**src/rtl/mul_seq_unit.sv**
```systemverilog
// Sequential shift-add multiplier with optional signed mode and early termination.
// Signed operands are reduced to magnitudes; the sign is reapplied on the final write.
module mul_seq_unit #(
    parameter int WIDTH      = 8,
    parameter bit SIGNED_EN  = 1'b1,
    parameter bit EARLY_TERM = 1'b1
) (
    input  logic               clk,
    input  logic               rst_n,
    input  logic               start,
    input  logic               signed_mode,
    input  logic [WIDTH-1:0]   a,
    input  logic [WIDTH-1:0]   b,
    output logic               busy,
    output logic               done,
    output logic [2*WIDTH-1:0] product
);

    localparam int PW = 2 * WIDTH;
    localparam int CW = $clog2(WIDTH + 1);

    typedef enum logic [1:0] {IDLE, RUN, DONE} state_t;

    state_t            state_q;
    logic [PW-1:0]     ma_q;
    logic [PW-1:0]     acc_q;
    logic [PW-1:0]     prod_q;
    logic [WIDTH-1:0]  mb_q;
    logic [CW-1:0]     cnt_q;
    logic              sign_q;
    logic              busy_q;
    logic              done_q;

    logic              smode;
    logic              a_neg;
    logic              b_neg;
    logic [WIDTH-1:0]  a_mag;
    logic [WIDTH-1:0]  b_mag;
    logic              term;
    logic [PW-1:0]     acc_d;
    logic [PW-1:0]     res_d;

    always_comb begin
        smode = SIGNED_EN && signed_mode;
        a_neg = smode && a[WIDTH-1];
        b_neg = smode && b[WIDTH-1];
        // Most negative value maps to 2^(WIDTH-1), which still fits unsigned
        a_mag = a_neg ? (~a + 1'b1) : a;
        b_mag = b_neg ? (~b + 1'b1) : b;
        term  = EARLY_TERM ? (mb_q == '0) : (cnt_q == CW'(WIDTH));
        acc_d = mb_q[0] ? (acc_q + ma_q) : acc_q;
        res_d = sign_q ? (~acc_q + 1'b1) : acc_q;
    end

    always_ff @(posedge clk or negedge rst_n) begin
        if (!rst_n) begin
            state_q <= IDLE;
            ma_q    <= '0;
            acc_q   <= '0;
            prod_q  <= '0;
            mb_q    <= '0;
            cnt_q   <= '0;
            sign_q  <= 1'b0;
            busy_q  <= 1'b0;
            done_q  <= 1'b0;
        end else begin
            done_q <= 1'b0;
            unique case (state_q)
                IDLE: begin
                    if (start) begin
                        ma_q    <= {{WIDTH{1'b0}}, a_mag};
                        mb_q    <= b_mag;
                        acc_q   <= '0;
                        cnt_q   <= '0;
                        sign_q  <= a_neg ^ b_neg;
                        busy_q  <= 1'b1;
                        state_q <= RUN;
                    end
                end
                RUN: begin
                    if (term) begin
                        prod_q  <= res_d;
                        done_q  <= 1'b1;
                        state_q <= DONE;
                    end else begin
                        acc_q <= acc_d;
                        ma_q  <= ma_q << 1;
                        mb_q  <= mb_q >> 1;
                        cnt_q <= cnt_q + 1'b1;
                    end
                end
                DONE: begin
                    busy_q  <= 1'b0;
                    state_q <= IDLE;
                end
                default: begin
                    busy_q  <= 1'b0;
                    state_q <= IDLE;
                end
            endcase
        end
    end

    assign busy    = busy_q;
    assign done    = done_q;
    assign product = prod_q;

endmodule

```
**config.mk**
```make
export PLATFORM = sky130hd
export DESIGN_NAME = mul_seq_unit
export DESIGN_NICKNAME = d
export VERILOG_FILES = /design/src/rtl/mul_seq_unit.sv
export SDC_FILE = /design/constraint.sdc
export NUM_CORES = 1
export LEC_CHECK = 0
export ABC_AREA = 1
export CAP_MARGIN = 15
export CORE_MARGIN = 4
export CORE_UTILIZATION = 33
export DETAILED_ROUTE_END_ITERATION = 12
export GPL_TIMING_DRIVEN = 1
export PLACE_DENSITY_LB_ADDON = 0.1
export SLEW_MARGIN = 25
export SYNTH_ARGS = -nofsm -noshare
export SYNTH_HDL_FRONTEND = slang
export SYNTH_SLANG_ARGS = --single-unit
export TNS_END_PERCENT = 20
```
**constraint.sdc**
```tcl
create_clock -name clk -period 2.1 [get_ports clk]
set_input_delay 0.315 -clock clk [delete_from_list [all_inputs] [get_ports clk]]
set_output_delay 0.315 -clock clk [all_outputs]
set_load 0.01 [all_outputs]
```
======== Word-level counts from Yosys, hierarchy flattened ========
Cells that the tools add are included.
storage, ports and cells
  bits in registers ....................... 61
  latch bits .............................. 0
  RAM bits ................................ 0
  ROM bits ................................ 0
  output and inout bits ................... 18
  logic and storage cells ................. 53
  memories ................................ 0
cells by class
  $add $sub $neg .......................... 4
  multipliers ............................. 0
  div/mod/pow operators ................... 0
  $lt $le $gt $ge ......................... 0
  equality and inequality tests ........... 5
  shift operators ......................... 0
  muxes and demuxes ....................... 20
  bitwise gates (word level) .............. 5
  reduce and logical (&&, ||, !) cells .... 11
operators by type and width
  cell                                                                    number
  16-bit two-way mux                                                      6
  16-bit case mux with 2 select lines                                     2
  8-bit two-way mux                                                       4
  16-bit by 1-bit adder with 16-bit output (second input constant)        1
  16-bit adder                                                            1
  8-bit by 1-bit adder with 8-bit output (second input constant)          2
  16-bit inverter                                                         1
  8-bit inverter                                                          2
  8-bit case mux with 2 select lines                                      1
  8-bit zero test                                                         1
  2-bit != test (second input constant)                                   4
  2-bit AND reduction                                                     4
  2-bit two-way mux                                                       2
  2-bit case mux with 2 select lines                                      1
  4-bit AND reduction                                                     1
  1-bit two-way mux                                                       3
  3-bit AND reduction                                                     1
  2-bit by 1-bit equality test with 1-bit output (second input constant)  1
  1-bit logical AND                                                       2
  2-bit zero test                                                         1
  1-bit case mux with 2 select lines                                      1
  2-bit nonzero test                                                      1
  1-bit inverter                                                          1
  1-bit bitwise XOR                                                       1

======== Longest topological paths before layout ========
Gate-level depths: netlist of run 1.
  word-level depth ........................ 5
  gate-level depth with buffers ........... 12
  depth with buffers taken out ............ 12

======== Worst setup path after synthesis of run 1 ========
Ideal clock, no wire load.
  kind .................................... reg-to-reg
  from .................................... reg ma_q[0]
  to ...................................... reg acc_q[12]
  library setup time ...................... 0.117 ns
  arrival ................................. 1.461 ns
  data required time ...................... 1.983 ns
  path slack .............................. 0.521 ns
  cell stages (with the launch flop) ...... 12
  clock period less this slack ............ 1.579 ns
  cells stage by stage .................... dfrtp_1 ha_1 inv_1 fa_1 inv_1 nand3_1 nand3_1 nand3_1 nand3_1 nand2_1 nand3_1 nand2_1
between the ends
  longest elaborated chain between the ends .. 4
ends and longest elaborated chain
  what                                 RTL line  RTL
  from (decl)                          25        logic [PW-1:0] ma_q;
  from (signal assigned)               71        ma_q <= {{WIDTH{1'b0}}, a_mag};
  from (signal assigned)               87        ma_q <= ma_q << 1;
  16-bit adder                         51        acc_d = mb_q[0] ? (acc_q + ma_q) : acc_q;
  16-bit two-way mux                   51
  16-bit two-way mux                   81        if (term) begin
  16-bit case mux with 2 select lines  68        unique case (state_q)
  to (signal assigned)                 59        acc_q <= '0;
  to (signal assigned)                 73        acc_q <= '0;
  to (signal assigned)                 86        acc_q <= acc_d;
  to (decl)                            26        logic [PW-1:0] acc_q;
No other way between the ends. The select of a mux whose other input is x is not followed.
A chain may end at the register's enable or synchronous reset.

======== Final worst setup path of run 1 ========
  from .................................... reg state_q[1]
  to ...................................... reg acc_q[8]
between the ends
  longest elaborated chain between the ends .. 3
ends and longest elaborated chain
  what                                                                                      RTL line  RTL
  from (decl)                                                                               24        state_t state_q;
  from (signal assigned)                                                                    57        state_q <= IDLE;
  from (signal assigned)                                                                    77        state_q <= RUN;
  from (signal assigned)                                                                    84        state_q <= DONE;
  2-bit by 1-bit equality test with 1-bit output / 2-bit zero test (equally long branches)  68
  2-bit != test (no line) / 2-bit nonzero test (equally long branches)                      --
  4-bit AND reduction (no line)                                                             --
Parallel ways exist; a longest one is shown, timed or not.

==> results by group, run 1 <==
Final layout
  • Non-filler cells, final: 811
  • Layout cell share with drive strength beyond 1: 5.75%
  • # fillers: between 1000 and 1500
  • Nets: 677
  • Area grow syn2layout: 22.5%
  • Multi-input gate area: 2130 um^2
  • Design area: 4990 um^2
  • Antenna cells: 0
  • Register area: 1530 um^2

Power
  • Largest vdd supply drop: 0.641 mV
  • Tot Pwr: 7.49 mW
  • Leakage power: 2.63 nW
  • Cell Pwr Density: 1500 nW/um^2

Global route
  • Global-route wire length before repair: 17800 um
  • Initial antenna violation count: 0
  • Total congestion overflow: 0
  • Largest net degree at the start of global routing: 28
  • Met3 GRT Util: 2.61%
  • Global-route usage over all layers: between 15 and 20%
  • Met1 Use GR: a little over a fifth
  • Busiest metal layer after global routing: met2
  • Met2 usage: 24.3%
  • Number of global-route vias before repair: 3576

Timing
  • Fin crit share: 85.1%
  • Slew at the pin closest to its max-slew limit: 570 ps
  • Slew margin rel.: about three fifths
  • Fin worst setup slack: 313 ps
  • RSZ-0062 raised after global routing: no
  • Fmax achieved: 0.560 GHz
  • Final setup viols: 0
  • Fin crit period: 1790 ps
  • Final Hold Viols: 0
  • Final slew viol count: 0
  • Post-route setup TNS: 0 ps
  • Clk_skew: 5.58 ps

Synth
  • Register area share after synthesis: 37.5%
  • Synth area leader: dfrtp_1
  • Synth Net Count: between 600 and 700
  • Main combinational cell family by area after synthesis: simple AND/OR/NAND/NOR gates
  • FF+latch count, synth: 61
  • Post-Synth Simple-Gate Area: a little over a third
  • Area of the mapped netlist: 4070 um^2
  • Post-synth top area share: between 30 and 40%
  • Syn_area_per_cell: 6.86 um^2
  • Synth unique cells: 33
  • Post-Syn Instances: a little under 600
  • Synth Area in Compound Gates: 9.03%
  • Yosys warns: 0
  • Top cells by area, synth: dfrtp_1, nand2_1, inv_1
  • Fraction of the mapped netlist area in adder cells: 6.02%
  • Xor-xnor portion of the synthesized cell area: 1.94%
  • Mux cell area share after synthesis: 0%

Critical path
  • Critical path launch point type: flop
  • Critical Path RT: 2310 ps
  • CP Cell Sequence: nor2_8 -> inv_4 -> nor2_8 -> inv_4 -> nand2_2 -> inv_1 -> nand2_1 -> o21ai_0
  • Crit path max fanout: 15
  • Crit path DAT: 2000 ps
  • Kind of critical path: flop to flop
  • Worst stage delay on the critical path: 450 ps
  • Crit. End Element: flop
  • Crit-path slowest cell: dfrtp_1

Drt
  • Vias/cell: 4.65
  • Routed vias: 3771
  • Pre-antenna DRT Iters: 4
  • Total Wirelength: 10500 um
  • Wire per inst: 12.9 um
  • Initial DRC count: 135
  • DR DRC count: 0
  • Remaining antenna violation count: 0

Floorplan
  • Placeable Area: 12100 um^2
  • Die area: 14200 um^2
  • Die H: between 100 and 150 um
  • Rows: 40
  • Initial core utilization: 33.8%
  • Die Span X: about 120 um
  • # IOs: 38

Clocking
  • CTS buffer count: 9
  • Clk_lat worst skew: 330 ps
  • Clock sinks: around 60
  • Longest Clk Path Bufs: 2
  • CTS tree: done
  • Clock root cell: clkbuf_16
  • Htree depth: 3
  • Clk slew on worst S/H paths: ~50 ps

Flow run
  • Max_cap viols: 0

Place
  • Gpl congestion: 0.835
  • Hpwl dp: 8140 um
  • Worst slack, placed: between 200 and 250 ps
  • Number of buffers inserted by port buffering: 37
  • Inst Count DP: 794
  • Cell Area, Placed: 4640 um^2

Outcome
  • Status: complete, no violations

Worst hold path
  • Min-delay worst type: input pin to async pin
## worst max-delay path, delay by kind of cell, from the launching register on
family                 cells  cell delay [ps]
AOI/OAI and AO/OA          1               80
and+or+nand+nor            4              700
DFF                        1              450
buffers and inverters      3              420
## cells in the final DEF, fill, tap and decap left out
cell               n
and2_1             1
nor2_8             2
or2_0              1
or2_1              1
fa_1               1
xor2_1             9
o211ai_1           2
inv_4              2
clkdlybuf4s50_1   36
or2_2              4
nand3b_1           4
nor2_1            34
clkinv_2           2
buf_12             1
o21ai_0           34
inv_2              2
buf_4              5
nand3_1           57
nand4_1           11
a31oi_1            4
nand2_2            3
bufinv_16          3
o21ai_4            1
nor2_2             1
a21oi_1           18
buf_2              1
o22ai_1            3
nand2_1          212
inv_1             85
clkbuf_8           1
dlygate4sd3_1      1
dfrtp_1           61
a22oi_1            1
ha_1              18
o21ai_1            5
clkbuf_16          9
clkbuf_1           2
nor3_1             5
## cells in the mapped netlist, drive strengths merged
cell type,count
a21oi,18
a22oi,1
a31oi,4
and2,1
buf,8
clkbuf,3
clkinv,1
dfrtp,61
fa,1
ha,18
inv,89
nand2,215
nand3,57
nand3b,4
nand4,11
nor2,37
nor3,5
o211ai,2
o21ai,40
o22ai,3
or2,6
xor2,9
## worst paths after layout
path / from / to / slack (ps) / depth (start not counted)
max: state_q[1] / acc_q[8] / 310 / 8
min: rst_n / product[0] / 420 / 2
max reg2reg: state_q[1] / acc_q[8] / 310 / 8
min reg2reg: product[7] / product[7] / 470 / 2
max in group asynchronous: rst_n / acc_q[9] / 1150 / 3
min in group clk: product[7] / product[7] / 470 / 2
## through the flow
stage / util (%) / hold slack (ps)
floorplan: - / 19.4
global placement: 38.4 / 230
detailed placement: 38.4 / 240
CTS: 41.4 / 415
global route: 41.4 / 437
finish: 41.4 / 421
## logic make-up (layout without fill, tap and decap cells)
family	count (synthesis)	count (layout)
adders and majority gates	19	19
buffers and inverters	101	150
AOI/OAI and AO/OA	68	68
xor gates and xnor gates	9	9
DFF	61	61
and+or+nand+nor	336	336
## sequential cells by signal, indices dropped and copies added (netlist names)
name and flops:
acc_q 16, ma_q 16, product 16, mb_q 8, state_q 2, busy 1
done 1, sign_q 1
## report_power, final
group	switching (mW)	internal (mW)	total, mW
Combinational	2.27	1.42	3.69
Clock	0.521	1.19	1.71
Sequential	0.422	1.67	2.09
Total	3.21	4.28	7.49
## repair_timing
item | in CTS | in global routing
endpoints found under the hold margin | 10 | 0
hold buffers | 1 | 0
endpoints found under the setup margin | 0 | 0
buffers inserted | 0 | 0
resized for setup | 0 | 0
## metal layers
layer / share of wire (%) / vias up
met4: 1.8 / 0
met3: 2.6 / 14
met2: 46 / 47
li1: - / 1997
met1: 50 / 1713
met5: 0 / -
## cell type report
type | count | share of cell area (%)
timing repair buffer | 44 | 8.68
sequential | 61 | 30.6
inverter | 90 | 6.90
multi-input combinational | 432 | 42.8
clock inverter | 4 | 1.91
tap | 168 | 4.21
clock buffer | 12 | 4.94
(Power assumes the default switching activity.)
==> inputs of run 2 (changes only) <==
--- a/config.mk
+++ b/config.mk
@@ -5,14 +5,12 @@
 export SDC_FILE = /design/constraint.sdc
 export NUM_CORES = 1
 export LEC_CHECK = 0
-export ABC_AREA = 1
 export CAP_MARGIN = 15
 export CORE_MARGIN = 4
 export CORE_UTILIZATION = 33
 export DETAILED_ROUTE_END_ITERATION = 12
 export GPL_TIMING_DRIVEN = 1
 export PLACE_DENSITY_LB_ADDON = 0.1
-export SLEW_MARGIN = 25
 export SYNTH_ARGS = -nofsm -noshare
 export SYNTH_HDL_FRONTEND = slang
 export SYNTH_SLANG_ARGS = --single-unit
==> run 2 against run 1 <==
The flow now finishes with violations (setup timing). Final cell count decreased by 19%. Combinational power rose by 3%. Die area is 9.3% lower. Non-clock buffer count up 47. Sequential cell count unchanged. Utilization up 3.4 points. Sequential power down 7%. Clock skew rose by 3.7 ps. Synthesized cell count shrank 28%. Global-route usage shrank 1.5 points. Clock-buffer cell count is 1 higher. Worst setup slack got worse by 730 ps.
==> results by group, run 2 <==
Critical path
  • Crit-path slowest cell: or4_4
  • Worst Path Buf+Inv: 0 (-3)
  • CP Cell Sequence: or3_4 -> or4_4 -> or4_4 -> or3_4 -> o31ai_4 -> xor2_1 -> o21ai_1
  • Crit. End Element: flop
  • Critical path launch point type: flop
  • Critical Path RT: 2310 ps (about the same)
  • Crit path max fanout: 3 (-12)
  • Worst stage delay on the critical path: 430 ps (-20 ps)
  • Kind of critical path: flop to flop
  • Crit path DAT: 2730 ps (+730 ps)
  • Largest delay share family, worst path: simple AND/OR/NAND/NOR gates

Global route
  • Number of global-route vias before repair: 3147 (-12%)
  • Met3 GRT Util: 2.49% (-0.12 points)
  • Total congestion overflow: 0 (unchanged)
  • Met1 Use GR: 18.7% (-3.2 points)
  • Initial antenna violation count: 0 (unchanged)
  • Global-route wire length before repair: 14800 um (-16%)
  • Met2 usage: 23.8% (-0.56 points)
  • Busiest metal layer after global routing: met2
  • Largest net degree at the start of global routing: 62 (+120%)
  • Global-route usage over all layers: 14.2% (-1.5 points)

Timing
  • Slew margin rel.: 70.5% (+8.9 points)
  • Final Hold Viols: 0 (unchanged)
  • Fin worst setup slack: -420 ps (-733 ps)
  • RSZ-0062 raised after global routing: yes
  • Final slew viol count: 0 (unchanged)
  • Fmax achieved: 0.397 GHz (-29%)
  • Fin crit share: 120% (+35 points)
  • Final setup viols: 10 (+10)
  • Fin crit period: 2520 ps (+733 ps)
  • Slew at the pin closest to its max-slew limit: 443 ps (-127 ps)
  • Clk_skew: 9.29 ps (+3.71 ps)

Synth
  • Yosys warns: 0 (unchanged)
  • Top cells by area, synth: dfrtp_1, nand2_1, o21ai_1
  • Post-synth top area share: 41.6% (+4.1 points)
  • Synth cell count leaders: nand2_1, dfrtp_1, o21ai_1, a21oi_1, nor2_1
  • Synth Net Count: 469 (-26%)
  • Top-count cell post-synth: nand2_1
  • Register area share after synthesis: 41.6% (+4.1 points)
  • Synth async-reset ratio: 100% (unchanged)
  • FF+latch count, synth: 61 (unchanged)
  • Main flop type after synthesis: dfrtp_1
  • Synth unique cells: 40 (+21%)
  • Post-Syn Instances: 430 (-28%)
  • Area of the mapped netlist: 3670 um^2 (-10%)
  • Syn_area_per_cell: 8.53 um^2 (+24%)
  • Number of enable flip-flop cells after synthesis: 0 (unchanged)
  • Synth area leader: dfrtp_1

Final layout
  • Nets: 555 (-18%)
  • Area grow syn2layout: 32.2%
  • Commonest non-fill, non-tap cell in the layout: nand2_1
  • Register area: 1530 um^2 (unchanged)
  • Antenna cells: 0 (unchanged)
  • Multi-input gate area: 2130 um^2 (-0.18%)
  • Layout cell share with drive strength beyond 1: 16.5% (+11 points)
  • # fillers: 1090 (-16%)
  • Design area: 4850 um^2 (-2.8%)
  • Non-filler cells, final: 660 (-19%)
  • Most frequent cells in the layout: nand2_1, dfrtp_1, o21ai_1, buf_4, clkdlybuf4s50_1

Floorplan
  • Initial core utilization: 33.8% (+0.064 points)
  • # IOs: 38 (unchanged)
  • Rows: 38 (-5.0%)
  • Placeable Area: 10800 um^2 (-10%)
  • Die Span X: 113 um (-4.8%)
  • Die H: 113 um (-4.8%)
  • Die area: 12900 um^2 (-9.3%)

Power
  • Clk pwr share: 13.4% (-9.4 points)
  • Largest vdd supply drop: 0.443 mV (-31%)
  • Seq pwr share: 29.3% (+1.4 points)
  • Pint: 3.89 mW (-9.1%)
  • Combinational share of power: 57.3% (+8.0 points)
  • Cell Pwr Density: 1360 nW/um^2 (-9.1%)
  • Tot Pwr: 6.62 mW (-12%)
  • Leakage power: 2.21 nW (-16%)
  • NetSw: 2.73 mW (-15%)
  • Net Sw Frac: 41.2% (-1.7 points)

Worst hold path
  • Min-delay worst type: flop to flop

Clocking
  • Clock sinks: 61 (unchanged)
  • Clock root cell: clkbuf_8
  • CTS buffer count: 9 (unchanged)
  • Htree depth: 3 (unchanged)
  • CTS tree: done
  • Clk_lat worst skew: 330 ps (about the same)
  • Longest Clk Path Bufs: 2 (unchanged)
  • Clk slew on worst S/H paths: 70 ps (+20 ps)

Drt
  • DR DRC count: 0 (unchanged)
  • Vias/cell: 4.88 (+5.0%)
  • Remaining antenna violation count: 0 (unchanged)
  • Routed vias: 3222 (-15%)
  • Wire per inst: 13.1 um (+1.0%)
  • Total Wirelength: 8620 um (-18%)
  • Initial DRC count: 93 (-31%)
  • Pre-antenna DRT Iters: 4 (unchanged)

Outcome
  • Status: complete, but fails checks
  • Failing checks: setup timing

Place
  • Gpl congestion: 0.835 (+0.11%)
  • Hpwl dp: 6590 um (-19%)
  • Cell Area, Placed: 4570 um^2 (-1.5%)
  • Worst slack, placed: -452 ps (-668 ps)
  • Inst Count DP: 643 (-19%)
  • Number of buffers inserted by port buffering: 37 (unchanged)

Flow run
  • Max_cap viols: 0 (unchanged)
==> run 2: cell types whose count changed after synthesis, sizes merged, moves of 10 or more <==
cell / before / now
nand2: 215 / 83
inv: 89 / 14
nand3: 57 / 6
o21ai: 40 / 69
nor2: 37 / 22
xnor2: 0 / 15
a21oi: 18 / 30
clkbuf: 3 / 14
nand4: 11 / 1
==> run 2: area by class of cell <==
type	instances	share of cell area, %
clock inverter	2	0.206
inverter	14	1.08
clock buffer	13	3.07
tap	140	3.61
sequential	61	31.5
timing repair buffer	91	16.6
multi-input combinational	339	43.9
==> run 2: power groups by stage <==
stage / Clock (mW) / Combinational, mW / Sequential (mW)
after floorplan: 0 / 2.10 / 2.02
after global placement: 0 / 3.64 / 1.94
after detailed placement: 0 / 3.69 / 1.95
after CTS: 0.923 / 3.80 / 1.95
after global routing: 0.973 / 4.23 / 2.01
final: 0.886 / 3.79 / 1.94
==> run 2: metal layers <==
layer | vias up | share of wire (%)
met2 | 45 | 46
met4 | 0 | 1.4
met1 | 1474 | 49
li1 | 1692 | -
met5 | - | 0
met3 | 11 | 3.4
==> run 2: cells by family after synthesis <==
group	after synthesis	share of synthesized area [%]
DFF	61	41.6
muxes	2	0.546
adders and majority gates	19	6.69
buffers and inverters	30	3.07
AOI/OAI and AO/OA	142	22.9
and+or+nand+nor	145	17.8
xor gates and xnor gates	31	7.40
==> run 2: worst reg2reg max path: stages (launching register included) <==
cell     delay, ps
dfrtp_1        370
or3_4          390
or4_4          430
or4_4          430
or3_4          370
o31ai_4        180
xor2_1         160
o21ai_1         70
==> run 2: path summary, 6_finish.rpt <==
kind                       startpoint     endpoint  slack, ps  cells after the start
max                          acc_q[2]  product[13]       -420                      7
min                        product[7]   product[7]        480                      2
max reg2reg                  acc_q[2]  product[13]       -420                      7
min reg2reg                product[7]   product[7]        480                      2
max in group asynchronous       rst_n      mb_q[3]       1300                      3
min in group asynchronous       rst_n   product[2]        520                      3
==> run 2: stage by stage <==
stage          hold slack, ps  util [%]  setup TNS, ps
6_report                  480      44.7          -2110
5_1_grt                   499      44.7          -3960
4_1_cts                   491      44.6          -2690
3_5_place_dp              354      42.1          -3410
3_3_place_gp              356      42.1          -2780
2_1_floorplan            19.4         -          -1340
==> run 2: what timing repair did <==
action / CTS / global route
buffers inserted: 2 / 0
pin swaps: 12 / 3
hold buffers: 1 / 0
resized for setup: 16 / 6
hold endpoints to repair: 28 / 0
endpoints found under the setup margin: 15 / 16
==> inputs of run 3 (changes only) <==
--- a/config.mk
+++ b/config.mk
@@ -8,6 +8,7 @@
 export CAP_MARGIN = 15
 export CORE_MARGIN = 4
 export CORE_UTILIZATION = 33
+export CTS_BUF_LIST = sky130_fd_sc_hd__clkbuf_16
 export DETAILED_ROUTE_END_ITERATION = 12
 export GPL_TIMING_DRIVEN = 1
 export PLACE_DENSITY_LB_ADDON = 0.1
==> run 3 against run 2 <==
The run ends with hold timing, setup timing left. Wire length shrank 0.33%. Combinational power hardly changed. Non-clock buffer count fell by 2. Utilization increased by 0.68 points. Die area unchanged. Largest cell class unchanged. Critical path depth stayed put.
==> results by group, run 3 (synthesis results as in run 2) <==
Timing
  • Fin worst setup slack: -419 ps (+1.18 ps)
  • Slew at the pin closest to its max-slew limit: 444 ps (+1.05 ps)
  • Final Hold Viols: 5 (+5)
  • Final slew viol count: 0 (unchanged)
  • Hold_ws: -15.6 ps (-496 ps)
  • Fin crit share: 120% (about the same)
  • Final setup viols: 9 (-1)
  • Fin crit period: 2520 ps (-1.17 ps)
  • Clk_skew: 7.43 ps (-1.86 ps)
  • Slew margin rel.: 70.4% (about the same)
  • RSZ-0062 raised after global routing: yes
  • Fmax achieved: 0.397 GHz (about the same)

Final layout
  • Antenna cells: 0 (unchanged)
  • Nets: 553 (-0.36%)
  • Final core occ: 45.4% (+0.68 points)
  • Most frequent cells in the layout: nand2_1, dfrtp_1, o21ai_1, buf_4, clkdlybuf4s50_1
  • Area grow syn2layout: 34.2%
  • Layout cell share with drive strength beyond 1: 16.2% (-0.32 points)
  • Commonest non-fill, non-tap cell in the layout: nand2_1
  • Design area: 4920 um^2 (+1.5%)
  • Non-filler cells, final: 658 (-0.30%)

Global route
  • Total congestion overflow: 0 (unchanged)
  • Global-route usage over all layers: 14.3% (+0.069 points)
  • Global-route wire length before repair: 14900 um (+0.14%)
  • Number of global-route vias before repair: 3143 (-0.13%)
  • Initial antenna violation count: 0 (unchanged)
  • Largest net degree at the start of global routing: 62 (unchanged)

Critical path
  • Largest delay share family, worst path: simple AND/OR/NAND/NOR gates
  • Critical Path RT: 2300 ps (about the same)
  • Worst Path Buf+Inv: 0 (unchanged)
  • Kind of critical path: flop to flop
  • Crit path DAT: 2720 ps (about the same)
  • Worst stage delay on the critical path: 430 ps (about the same)
  • Crit-path slowest cell: or4_4
  • CP Cell Sequence: or3_4 -> or4_4 -> or4_4 -> or3_4 -> o31ai_4 -> xor2_1 -> o21ai_1
  • Crit path max fanout: 3 (unchanged)
  • Crit. End Element: flop
  • Critical path launch point type: flop

Floorplan
  • Die H: 113 um (unchanged)
  • Die Span X: 113 um (unchanged)
  • Rows: 38 (unchanged)
  • Placeable Area: 10800 um^2 (unchanged)
  • # IOs: 38 (unchanged)
  • Initial core utilization: 33.8% (unchanged)
  • Die area: 12900 um^2 (unchanged)

Drt
  • Vias/cell: 4.87 (-0.19%)
  • Initial DRC count: 128 (+38%)
  • Wire per inst: 13.1 um (about the same)
  • Pre-antenna DRT Iters: 5 (+1)
  • Remaining antenna violation count: 0 (unchanged)
  • Routed vias: 3206 (-0.50%)
  • DR DRC count: 0 (unchanged)
  • Total Wirelength: 8590 um (-0.33%)

Clocking
  • Clk slew on worst S/H paths: 50 ps (-20 ps)
  • CTS tree: done
  • Htree depth: 3 (unchanged)
  • CTS buffer count: 9 (unchanged)
  • Clock root cell: clkbuf_16
  • Clk_lat worst skew: 320 ps (about the same)
  • Longest Clk Path Bufs: 2 (unchanged)
  • Clock sinks: 61 (unchanged)
  • CTS Hold Bufs: 0 (-1)

Worst hold path
  • Min-delay worst type: input pin to async pin

Power
  • Tot Pwr: 6.98 mW (+5.6%)
  • Cell Pwr Density: 1420 nW/um^2 (+4.0%)
  • Largest vdd supply drop: 0.466 mV (+5.2%)
  • Leakage power: 2.25 nW (+2.0%)

Place
  • Inst Count DP: 643 (unchanged)
  • Cell Area, Placed: 4570 um^2 (unchanged)
  • Hpwl dp: 6590 um (unchanged)
  • Gpl congestion: 0.835 (unchanged)
  • Number of buffers inserted by port buffering: 37 (unchanged)

Outcome
  • Failing checks: hold timing, setup timing
  • Status: complete, but fails checks

Flow run
  • Max_cap viols: 0 (unchanged)
-- run 3: power by group --
part | internal, mW | switching (mW)
logic | 1.82 | 1.97
registers | 1.62 | 0.321
clock network | 0.768 | 0.488
-- run 3: stage by stage --
stage                     TNS (ps)  worst slack (ps)
after floorplan              -1340              -393
after global placement       -2780              -436
after detailed placement     -3410              -452
after CTS                    -2320              -436
after global routing         -3760              -498
final                        -2050              -419
-- run 3: layout make-up --
class	count	area [um^2]
tap	140	175
sequential	61	1530
clock inverter	6	25.0
clock buffer	9	225
inverter	14	52.6
fill	1080	5920
multi-input combinational	339	2130
timing repair buffer	89	788
-- run 3: final timing paths --
check,start,end,slack (ps),cells after the start
worst max register to register,acc_q[2],product[13],-420,7
worst min register to register,product[7],product[7],480,2
worst min-delay path,rst_n,product[2],-20,2
max in group asynchronous,rst_n,mb_q[3],1830,2
worst max-delay path,acc_q[2],product[13],-420,7
min in group clk,product[7],product[7],480,2
-- run 3: repair_timing --
action / in CTS / in global routing
resized for setup: 14 / 8
buffers inserted: 0 / 0
endpoints found under the setup margin: 15 / 16
pin swaps: 5 / 1
-- run 3: routing by layer --
layer	up-vias	share of wire, %	GRT usage (%)
met5	-	0	0
met4	0	1.4	4.89
met3	10	3.7	2.55
met2	48	47	23.7
met1	1461	48	18.9
li1	1687	-	-
